**src/rtl/prog_loader.sv**
```systemverilog
// Boot-time program loader: assembles MSB-first 32-bit words from a byte stream into instruction memory.
// Optional trailing XOR checksum byte enabled by defining LOADER_CSUM_EN.
module prog_loader #(
  parameter int DEPTH  = 16,
  parameter int ADDR_W = 4
) (
  input  logic              clk,
  input  logic              sys_rst,
  input  logic              load_start,
  input  logic [7:0]        in_byte,
  input  logic              in_valid,
  output logic              in_ready,
  output logic              mem_we,
  output logic [ADDR_W-1:0] mem_addr,
  output logic [31:0]       mem_wdata,
  output logic              cpu_rst,
  output logic              load_done,
  output logic              load_err,
  output logic [ADDR_W:0]   word_count
);

  typedef enum logic [2:0] {
    IDLE  = 3'd0,
    HDR   = 3'd1,
    DATA  = 3'd2,
    WRITE = 3'd3,
`ifdef LOADER_CSUM_EN
    CSUM  = 3'd4,
`endif
    DONE  = 3'd5,
    ERR   = 3'd6
  } state_t;

  localparam logic [8:0]      DEPTH_B = 9'(DEPTH);
  localparam logic [ADDR_W:0] ONE     = {{ADDR_W{1'b0}}, 1'b1};

  state_t          state, state_nx;
  logic [ADDR_W:0] n_words;
  logic [1:0]      byte_idx;
  logic [31:0]     word;
  logic            accept;
  logic            hdr_bad;
  logic            last_word;
`ifdef LOADER_CSUM_EN
  logic [7:0]      csum;
`endif

  assign accept    = in_valid && in_ready;
  assign hdr_bad   = (in_byte == 8'd0) || ({1'b0, in_byte} > DEPTH_B);
  assign last_word = ((word_count + ONE) == n_words);
  assign mem_addr  = word_count[ADDR_W-1:0];
  assign mem_wdata = word;

  always_ff @(posedge clk or posedge sys_rst) begin
    if (sys_rst) state <= IDLE;
    else         state <= state_nx;
  end

  always_comb begin
    state_nx = state;
    case (state)
      IDLE:  if (load_start) state_nx = HDR;
      HDR:   if (accept) state_nx = hdr_bad ? ERR : DATA;
      DATA:  if (accept && byte_idx == 2'd3) state_nx = WRITE;
`ifdef LOADER_CSUM_EN
      WRITE: state_nx = last_word ? CSUM : DATA;
      CSUM:  if (accept) state_nx = (in_byte == csum) ? DONE : ERR;
`else
      WRITE: state_nx = last_word ? DONE : DATA;
`endif
      DONE:  if (load_start) state_nx = HDR;
      ERR:   if (load_start) state_nx = HDR;
      default: state_nx = IDLE;
    endcase
  end

  // Status outputs are flopped from the next state so they change on the same edge as the state.
  always_ff @(posedge clk or posedge sys_rst) begin
    if (sys_rst) begin
      in_ready  <= 1'b0;
      mem_we    <= 1'b0;
      cpu_rst   <= 1'b1;
      load_done <= 1'b0;
      load_err  <= 1'b0;
    end else begin
`ifdef LOADER_CSUM_EN
      in_ready  <= (state_nx == HDR) || (state_nx == DATA) || (state_nx == CSUM);
`else
      in_ready  <= (state_nx == HDR) || (state_nx == DATA);
`endif
      mem_we    <= (state_nx == WRITE);
      cpu_rst   <= (state_nx != DONE);
      load_done <= (state_nx == DONE);
      load_err  <= (state_nx == ERR);
    end
  end

  always_ff @(posedge clk or posedge sys_rst) begin
    if (sys_rst) begin
      word_count <= '0;
      n_words    <= '0;
      byte_idx   <= '0;
      word       <= '0;
`ifdef LOADER_CSUM_EN
      csum       <= '0;
`endif
    end else begin
      case (state)
        IDLE: begin
          word_count <= '0;
          byte_idx   <= '0;
          word       <= '0;
`ifdef LOADER_CSUM_EN
          csum       <= '0;
`endif
        end
        HDR: if (accept && !hdr_bad) n_words <= in_byte[ADDR_W:0];
        DATA: if (accept) begin
          word     <= {word[23:0], in_byte};
          byte_idx <= byte_idx + 2'd1;
`ifdef LOADER_CSUM_EN
          csum     <= csum ^ in_byte;
`endif
        end
        WRITE: word_count <= word_count + ONE;
        DONE, ERR: if (load_start) begin
          word_count <= '0;
          byte_idx   <= '0;
`ifdef LOADER_CSUM_EN
          csum       <= '0;
`endif
        end
        default: ;
      endcase
    end
  end

endmodule

```
**config.mk**
```make
export PLATFORM = sky130hd
export DESIGN_NAME = prog_loader
export DESIGN_NICKNAME = d
export VERILOG_FILES = /design/src/rtl/prog_loader.sv
export SDC_FILE = /design/constraint.sdc
export NUM_CORES = 1
export LEC_CHECK = 0
export ABC_AREA = 1
export CORE_MARGIN = 3
export CORE_UTILIZATION = 49
export DETAILED_ROUTE_END_ITERATION = 6
export GPL_TIMING_DRIVEN = 0
export PLACE_DENSITY_LB_ADDON = 0.2
export SYNTH_ARGS = -nofsm -noshare
export SYNTH_HDL_FRONTEND = slang
export SYNTH_SLANG_ARGS = --single-unit
```
**constraint.sdc**
```tcl
create_clock -name clk -period 2.3 [get_ports clk]
set_input_delay 0.46 -clock clk [delete_from_list [all_inputs] [get_ports clk]]
set_output_delay 0.46 -clock clk [all_outputs]
set_load 0.05 [all_outputs]
```
==> results.sh <==
export IMPL_status="finished clean"
export IMPL_critPathArrivalTime_ps=1770
export IMPL_multiInputGateArea_um2=913
export IMPL_ctsHoldBuffers=0
export IMPL_path_max_fanout=9
export IMPL_cts_made_buffers=5
export IMPL_critPathKind="flip-flop to primary output"
export IMPL_hpwl_um=4150
export IMPL_postCtsSetupBuffers=0
export IMPL_power_leakage_nw=1.57
export IMPL_async_flop_share_pct=100
export IMPL_fin_crit_sh_pct=96.9
export IMPL_grt_start_max_net_pins=37
export IMPL_place_inst=409
export IMPL_die_w_um=76.0
export IMPL_fp_dieArea_um2=5770
export IMPL_regArea_um2=1300
export IMPL_rsz0062_at_grt="no"
export IMPL_fin_tns_setup_ps=0
export IMPL_final_setup_viol_count=0
export IMPL_vias_per_cell=5.31
export IMPL_slew_violations=0
export IMPL_nNetsFinal=365
export IMPL_ys_warnings_count=0
export IMPL_vias=2209
export IMPL_clk_pin_slew_worst_paths_ps=90
export IMPL_place_gp_congestion=0.809
export IMPL_antenna_found_initial=0
export IMPL_crit_path_start_kind="flip-flop"
export IMPL_max_freq_mhz=448
export IMPL_syn_avg_cell_area_um2=8.39
export IMPL_root_buffer="clkbuf_8"
export IMPL_start_util_pct=52.9
export IMPL_drive_gt1_share_pct=7.12
export IMPL_worst_pin_slew_ps=507
export IMPL_ir_drop_v=0.000793
export IMPL_netlist_cell_type_count=26
export IMPL_grt_pass1_wl_um=9780
export IMPL_die_y_um=76.0
export IMPL_grt_overflow_total=0
export IMPL_min_path_type="input port to asynchronous set/reset pin"
export IMPL_n_antenna_cell=0
export IMPL_synth_top_area_share_pct=53.2
export IMPL_cts_sinks=52
export IMPL_drc=0
export IMPL_synthTopCellsByArea="dfrtp_1, nand3_1, nand2_1"
export IMPL_core_um2=4530
export IMPL_synth_area_um2=2400
export IMPL_slew_headroom_pct=66.1
export IMPL_ant_nets=0
export IMPL_wire_per_inst_um=13.5
export IMPL_h_tree_depth=2
export IMPL_synth_common_cells="nand3_1, nand2_1, dfrtp_1"
export IMPL_io_pins=58
export IMPL_drv_cap=0
export IMPL_fin_cells=416
export IMPL_wl_um=5600
export IMPL_finalWorstPathRequiredPeriod_ps=2230
export IMPL_synth_largest_area_cell="dfrtp_1"
export IMPL_clk_latency_ps=300
export IMPL_synthFlopType="dfrtp_1"
export IMPL_syn2layout_area_growth_pct=31.2
export IMPL_final_core_util_pct=69.5
export IMPL_io_buffers=57
export IMPL_row_count=24
export IMPL_p_per_area_nw_per_um2=1180
export IMPL_drt_first_pass_iters=4
export IMPL_endpoint_kind="primary output"
export IMPL_synth_edf_count=0
export IMPL_cts_buffer_depth=2
export IMPL_syn_num_nets=300
export IMPL_cts_tree="yes"
export IMPL_power_mw=3.73
export IMPL_final_hold_viol_count=0
export IMPL_finClkSkew_ps=9.14
export IMPL_grt_pass1_vias=2113
export IMPL_fillers=363
export IMPL_cts_resized=0
export IMPL_gr_usage_all_layers_pct=20.1
export IMPL_drtIter0Drc=214
export IMPL_ys_seq_area_share_pct=54.3
export IMPL_synth_most_common_cell="nand3_1"
export IMPL_synth_seq_cells=52
export IMPL_cp_required_ps=1840
export IMPL_postSynthCellCount=286
==> flip-flops by register name, indices dropped and copies added, names as in the netlist <==
signal      cells
mem_wdata      32
n_words         5
word_count      5
state           3
byte_idx        2
cpu_rst         1
in_ready        1
load_done       1
load_err        1
mem_we          1
==> cells by family after synthesis <==
family	after synthesis	synth area share, %
flip-flops	52	54.3
XOR/XNOR	2	0.730
adder cells (fa/ha/maj)	2	1.04
buffers and inverters	44	7.66
AO/OA/AOI/OAI	18	4.17
AND/OR/NAND/NOR	168	32.1
==> cell type report <==
| type | count | area share (%) |
|---|---|---|
| sequential | 52 | 41.4 |
| multi-input combinational | 190 | 29.0 |
| timing repair buffer | 58 | 18.8 |
| inverter | 28 | 3.34 |
| tap | 65 | 2.58 |
| buffer | 16 | 2.50 |
| clock buffer | 6 | 2.30 |
| clock inverter | 1 | 0.159 |
==> power by group <==
group / internal [mW] / total (mW) / switching (mW)
combinational: 0.590 / 1.96 / 1.37
sequential: 1.11 / 1.30 / 0.188
clock: 0.207 / 0.479 / 0.271
total: 1.90 / 3.73 / 1.83
==> routing by layer <==
metal	vias up	track usage [%]	part of all wire, %
met4	0	4.71	0.55
met2	91	31.6	48
met3	4	4.02	6.4
met5	-	0	0
met1	1040	28.9	45
li1	1074	-	-
==> per-stage QoR <==
| step | hold slack (ps) | cell area (um2) | setup slack (ps) |
|---|---|---|---|
| 2_1_floorplan | 446 | 2400 | 362 |
| 3_3_place_gp | 461 | 3050 | -378 |
| 3_5_place_dp | 467 | 3070 | 168 |
| 4_1_cts | 453 | 3150 | 58.2 |
| 5_1_grt | 468 | 3150 | 6.94 |
| 6_report | 442 | 3150 | 70.3 |
==> layout by cell type, fill, tap and decap left out, drive strengths merged <==
cell | synthesis | final
xor2 | 1 | 1
nand2 | 65 | 65
buf | 10 | 11
nand4 | 7 | 7
a21oi | 7 | 7
nor3 | 2 | 2
o211ai | 1 | 1
nand3 | 78 | 78
clkinv | 1 | 2
dfrtp | 51 | 51
ha | 2 | 2
o22ai | 3 | 3
o21ai | 7 | 7
nor2 | 16 | 16
xnor2 | 1 | 1
inv | 27 | 27
clkdlybuf4s50 | 0 | 57
dfstp | 1 | 1
clkbuf | 6 | 12
==> critical path, cell delays in order (launching register included) <==
cell and delay, ps:
dfrtp_1 520, buf_4 160, clkdlybuf4s50_1 790
==> path summary, 6_finish.rpt <==
kind                          startpoint            end  slack [ps]  cells after the start
max                        word_count[2]  word_count[2]          70                      2
min                              sys_rst       state[2]         440                      2
max reg2reg                word_count[0]        cpu_rst         490                      9
min reg2reg                  byte_idx[1]    byte_idx[1]         480                      2
max in group asynchronous        sys_rst  mem_wdata[29]        1350                      3
min in group clk             byte_idx[1]    byte_idx[1]         480                      2
Note: power is estimated with default switching activity, not from simulation.
